===== src/rtl/sdpram_fifo_pkg.sv =====
// Shared defaults and read-latency encodings for the SDPRAM FIFO controller.
package sdpram_fifo_pkg;

    localparam int DEF_ADDR_WIDTH       = 5;
    localparam int DEF_ALMOST_FULL_NUM  = 28;
    localparam int DEF_ALMOST_EMPTY_NUM = 4;

    localparam int OUT_REG_COMB = 0;
    localparam int OUT_REG_REGD = 1;
    localparam int DEF_OUT_REG  = OUT_REG_COMB;

endpackage


===== src/rtl/fifo_flag_gen.sv =====
// Registered FIFO status flags derived from the next-state water level.
module fifo_flag_gen
    import sdpram_fifo_pkg::*;
#(
    parameter int ADDR_WIDTH       = DEF_ADDR_WIDTH,
    parameter int ALMOST_FULL_NUM  = DEF_ALMOST_FULL_NUM,
    parameter int ALMOST_EMPTY_NUM = DEF_ALMOST_EMPTY_NUM
) (
    input  logic                  wr_clk,
    input  logic                  asyn_rst,
    input  logic [ADDR_WIDTH:0]   level_nxt,
    output logic                  full,
    output logic                  empty,
    output logic                  almost_full,
    output logic                  almost_empty
);

    localparam logic [ADDR_WIDTH:0] DEPTH_LVL = (ADDR_WIDTH+1)'(2**ADDR_WIDTH);
    localparam logic [ADDR_WIDTH:0] AF_LVL    = (ADDR_WIDTH+1)'(ALMOST_FULL_NUM);
    localparam logic [ADDR_WIDTH:0] AE_LVL    = (ADDR_WIDTH+1)'(ALMOST_EMPTY_NUM);

    always_ff @(posedge wr_clk or posedge asyn_rst) begin
        if (asyn_rst) begin
            full         <= 1'b0;
            empty        <= 1'b1;
            almost_full  <= 1'b0;
            almost_empty <= 1'b1;
        end else begin
            full         <= (level_nxt == DEPTH_LVL);
            empty        <= (level_nxt == '0);
            almost_full  <= (level_nxt >= AF_LVL);
            almost_empty <= (level_nxt <= AE_LVL);
        end
    end

endmodule


===== src/rtl/sdpram_fifo_ctrl.sv =====
// Pointer/handshake controller for a FIFO built on an external distributed SDPRAM.
module sdpram_fifo_ctrl
    import sdpram_fifo_pkg::*;
#(
    parameter int ADDR_WIDTH       = DEF_ADDR_WIDTH,
    parameter int OUT_REG          = DEF_OUT_REG,
    parameter int ALMOST_FULL_NUM  = DEF_ALMOST_FULL_NUM,
    parameter int ALMOST_EMPTY_NUM = DEF_ALMOST_EMPTY_NUM
) (
    input  logic                  wr_clk,
    input  logic                  asyn_rst,
    input  logic                  wr_en,
    input  logic                  rd_en,
    output logic                  ram_wr_en,
    output logic [ADDR_WIDTH-1:0] ram_wr_addr,
    output logic [ADDR_WIDTH-1:0] ram_rd_addr,
    output logic                  full,
    output logic                  empty,
    output logic                  almost_full,
    output logic                  almost_empty,
    output logic [ADDR_WIDTH:0]   water_level,
    output logic                  rd_valid,
    output logic                  overflow,
    output logic                  underflow
);

    localparam logic [ADDR_WIDTH:0] PTR_ONE = (ADDR_WIDTH+1)'(1);

    logic [ADDR_WIDTH:0] wptr, rptr, wptr_nxt, rptr_nxt, level_nxt;
    logic                push, pop;

    // Acceptance looks only at registered flags, so a same-cycle pop never frees a slot for a push.
    assign push = wr_en && !full  && !asyn_rst;
    assign pop  = rd_en && !empty && !asyn_rst;

    always_comb begin
        wptr_nxt  = push ? wptr + PTR_ONE : wptr;
        rptr_nxt  = pop  ? rptr + PTR_ONE : rptr;
        level_nxt = wptr_nxt - rptr_nxt;
    end

    always_ff @(posedge wr_clk or posedge asyn_rst) begin
        if (asyn_rst) begin
            wptr        <= '0;
            rptr        <= '0;
            water_level <= '0;
            overflow    <= 1'b0;
            underflow   <= 1'b0;
        end else begin
            wptr        <= wptr_nxt;
            rptr        <= rptr_nxt;
            water_level <= level_nxt;
            overflow    <= wr_en && full;
            underflow   <= rd_en && empty;
        end
    end

    assign ram_wr_en   = push;
    assign ram_wr_addr = wptr[ADDR_WIDTH-1:0];
    assign ram_rd_addr = rptr[ADDR_WIDTH-1:0];

    generate
        if (OUT_REG == OUT_REG_REGD) begin : g_rd_valid_reg
            always_ff @(posedge wr_clk or posedge asyn_rst) begin
                if (asyn_rst) rd_valid <= 1'b0;
                else          rd_valid <= pop;
            end
        end else begin : g_rd_valid_comb
            assign rd_valid = pop;
        end
    endgenerate

    fifo_flag_gen #(
        .ADDR_WIDTH       (ADDR_WIDTH),
        .ALMOST_FULL_NUM  (ALMOST_FULL_NUM),
        .ALMOST_EMPTY_NUM (ALMOST_EMPTY_NUM)
    ) u_flag_gen (
        .wr_clk       (wr_clk),
        .asyn_rst     (asyn_rst),
        .level_nxt    (level_nxt),
        .full         (full),
        .empty        (empty),
        .almost_full  (almost_full),
        .almost_empty (almost_empty)
    );

endmodule


===== config.mk =====
export PLATFORM = sky130hd
export DESIGN_NAME = sdpram_fifo_ctrl
export DESIGN_NICKNAME = d
export VERILOG_FILES = /design/src/rtl/sdpram_fifo_pkg.sv /design/src/rtl/fifo_flag_gen.sv /design/src/rtl/sdpram_fifo_ctrl.sv
export SDC_FILE = /design/constraint.sdc
export NUM_CORES = 1
export LEC_CHECK = 0
export CORE_MARGIN = 5
export CORE_UTILIZATION = 52
export CTS_BUF_LIST = sky130_fd_sc_hd__clkbuf_4 sky130_fd_sc_hd__clkbuf_8
export DETAILED_ROUTE_END_ITERATION = 7
export GPL_TIMING_DRIVEN = 0
export PLACE_DENSITY_LB_ADDON = 0.05
export SKIP_LAST_GASP = 1
export SLEW_MARGIN = 5
export SYNTH_ARGS = -nofsm -noshare
export SYNTH_HDL_FRONTEND = slang
export SYNTH_SLANG_ARGS = --single-unit

===== constraint.sdc =====
create_clock -name wr_clk -period 3.3 [get_ports wr_clk]
set_input_delay 0.66 -clock wr_clk [delete_from_list [all_inputs] [get_ports wr_clk]]
set_output_delay 0.66 -clock wr_clk [all_outputs]
set_load 0.02 [all_outputs]

==> metrics.cfg <==
[clocking]
htreeDepth = 1
cts_root_buf = clkbuf_4
clk_latency_ns = 0.31
clk_pin_slew_ns = 0.13
clock_sinks = 24
cts_buffers = 3
cts_tree = yes
clock_path_buffers = 2

[critical_path]
start_kind = input pin
rr_worst_depth = 11
cp_max_fo = 5
cp_slowest_stage_delay_ns = 0.51
cp.depth = 10
slowest_stage = clkdlybuf4s50_1
r2r-end = u_flag_gen.almost_empty
r2r_start = u_flag_gen.full
crit_required_ns = 3.53
critical_path_class = input pin to flip-flop
crit_start = rd_en
crit_chain = clkdlybuf4s50_1 -> or3b_4 -> inv_2 -> mux2i_4 -> ha_1 -> a21o_1 -> maj3_2 -> a21boi_1 -> or3_4 -> a211oi_1
critPathArrivalTime_ns = 3.47
crit_buf_inv = 2
cp-end-kind = flip-flop
rrSetupSlack_ns = 0.49
critPathTopFamily = simple AND/OR/NAND/NOR gates

[final_layout]
n_antenna_cell = 0
fin_nets = 163
multi_input_area_sq_um = 613
fillers = 194
final_util_pct = 70.6
seq_area_sq_um = 603
final_cells = 182
layout.cell_area.non_filler_sq_um = 1720
drive_above_1_share_pct = 27.0
syn2layout_area_growth_pct = 31.9

[run_status]
status = finished clean

[die]
io_pins = 28
fp-row-count = 18
start_util_pct = 53.5
die_w_um = 60.0
core_sq_um = 2430
die_area_sq_um = 3600
die_y_um = 60.0

[place]
io_buffers = 27
dp_hpwl_mm = 1.97
placed_cell_area_sq_um = 1610
globalplace.congestion = 0.755
place_ws_ns = -0.579
dp.cells = 175

[yosys]
syn_nets = 128
ys_ff_latch = 24
synth_largest_area_cell = dfrtp_1
synth_commonest_cells = dfrtp_1, inv_1, buf_4, nand2_1, xnor2_1
synth-seq-area-share_pct = 46.3
syn_avg_cell_area_sq_um = 11.0
synth_ff_type = dfrtp_1
ys_async_sr_fraction_pct = 100
yosysMostFrequentCell = dfrtp_1
synth_top_cell_area_share_pct = 42.3
synth_area_sq_um = 1300
ys_top_cells_by_area = dfrtp_1, buf_4, ha_1, xnor2_1, dfstp_2
synth_edf_count = 0
syn_inst = 118
synthDistinctLibCells = 36
yosys_warnings = 0

[min_path]
holdPathStages = 1
hold_class = flip-flop to flip-flop

[power]
power_density_nw_per_um2 = 1230
power_mw = 2.11
ir_drop_mv = 1.09
p_leak_nw = 0.798

[sta]
finalHoldWorstSlack_ns = 0.533
rsz0062_at_grt = false
skew_ns = 0.00405
finalHoldViolations = 0
drv_slew = 0
maxSlewHeadroom_pct = 41.5
setup_ws_ns = 0.0634
max_freq_mhz = 309
min_period_over_period_pct = 98.1
setup_viol = 0
tightest_slew_ns = 0.877
setup_tns_ns = 0
period_minus_slack_ns = 3.24

[route]
ant_nets = 0
wirelength_mm = 2.63
drc = 0
via_count = 958
wire_per_inst_um = 14.4
drtIter0Drc = 35
via_per_inst = 5.26
drt_first_pass_iters = 4

[global_route]
busiest_layer = met2
use_met1_pct = 22.2
grt_use_total_pct = 16.1
grt_pass1_wl_mm = 4.33
grt_max_degree = 25
first_global_vias = 960
grtUsageMet2_pct = 26.1
grt_overflow = 0
use_met3_pct = 4.32
grt_antenna_before_repair = 0

[run]
cap_violations = 0

==> logic make-up after synthesis <==
group / share of synthesized area [%]
AOI/OAI and AO/OA: 10.0
xor gates and xnor gates: 9.04
adders and majority gates: 7.88
buffers and inverters: 10.2
DFF: 46.3
muxes: 0.769
and+or+nand+nor: 15.8
==> final cells by class <==
cell class                 instances  share of cell area (%)
buffer                            11                    5.03
clock buffer                       4                    2.11
inverter                          11                    2.41
multi-input combinational         71                    35.7
sequential                        24                    35.1
tap                               30                    2.19
timing repair buffer              31                    17.4
==> placed cells by master (no fill, tap or decap), types with 2 or more instances in the layout <==
cell type         n
a211oi_2          2
a21o_1            2
and2_1            3
and3_1            2
and4bb_2          2
buf_4            14
clkbuf_4          3
clkdlybuf4s50_1  26
dfrtp_1          22
dfstp_2           2
ha_1              5
inv_1             9
inv_2             2
maj3_2            2
nand2_1           7
nand3_1           3
nor2_1            2
nor3_1            4
o211ai_1          2
o21a_1            2
o21ai_0           4
o21ai_1           2
or3_4             3
xnor2_1           5
xnor2_2           3
xor2_1            2
==> layer usage <==
layer / share of wire, % / wire length (um)
met5: 0 / 0
met4: 0 / 0
met3: 4.1 / 107
met2: 52 / 1360
met1: 44 / 1160
==> flip-flops by register name (all words and copies together), names as in the netlist, named ones only <==
signal and count:
u_flag_gen.almost_full 1, u_flag_gen.full 1, rptr 5, u_flag_gen.almost_empty 1, overflow 1, wptr 6, u_flag_gen.empty 1, underflow 1
water_level 6
==> timing repair <==
action / in CTS / in global routing
hold buffers: 0 / 0
gates resized for setup: 6 / 7
setup endpoints to repair: 5 / 5
setup buffers: 2 / 2
pin swaps: 0 / 5
==> power by group <==
part | internal (mW) | total, mW | switching, mW | leakage [nW]
Sequential | 0.431 | 0.536 | 0.105 | 0.291
Combinational | 0.717 | 1.42 | 0.706 | 0.486
Clock | 0.0674 | 0.152 | 0.0847 | 0.0210
Total | 1.22 | 2.11 | 0.896 | 0.798
==> how the worst max path moves through the flow <==
stage	endpoint	slack, ns
4_1_cts	u_flag_gen.full	0.01
3_3_place_gp	u_flag_gen.empty	-0.55
2_1_floorplan	u_flag_gen.almost_full	0.08
5_1_grt	u_flag_gen.almost_empty	0.008
6_report	u_flag_gen.almost_empty	0.06
3_5_place_dp	u_flag_gen.empty	-0.58
Note: power is estimated with default switching activity, not from simulation.
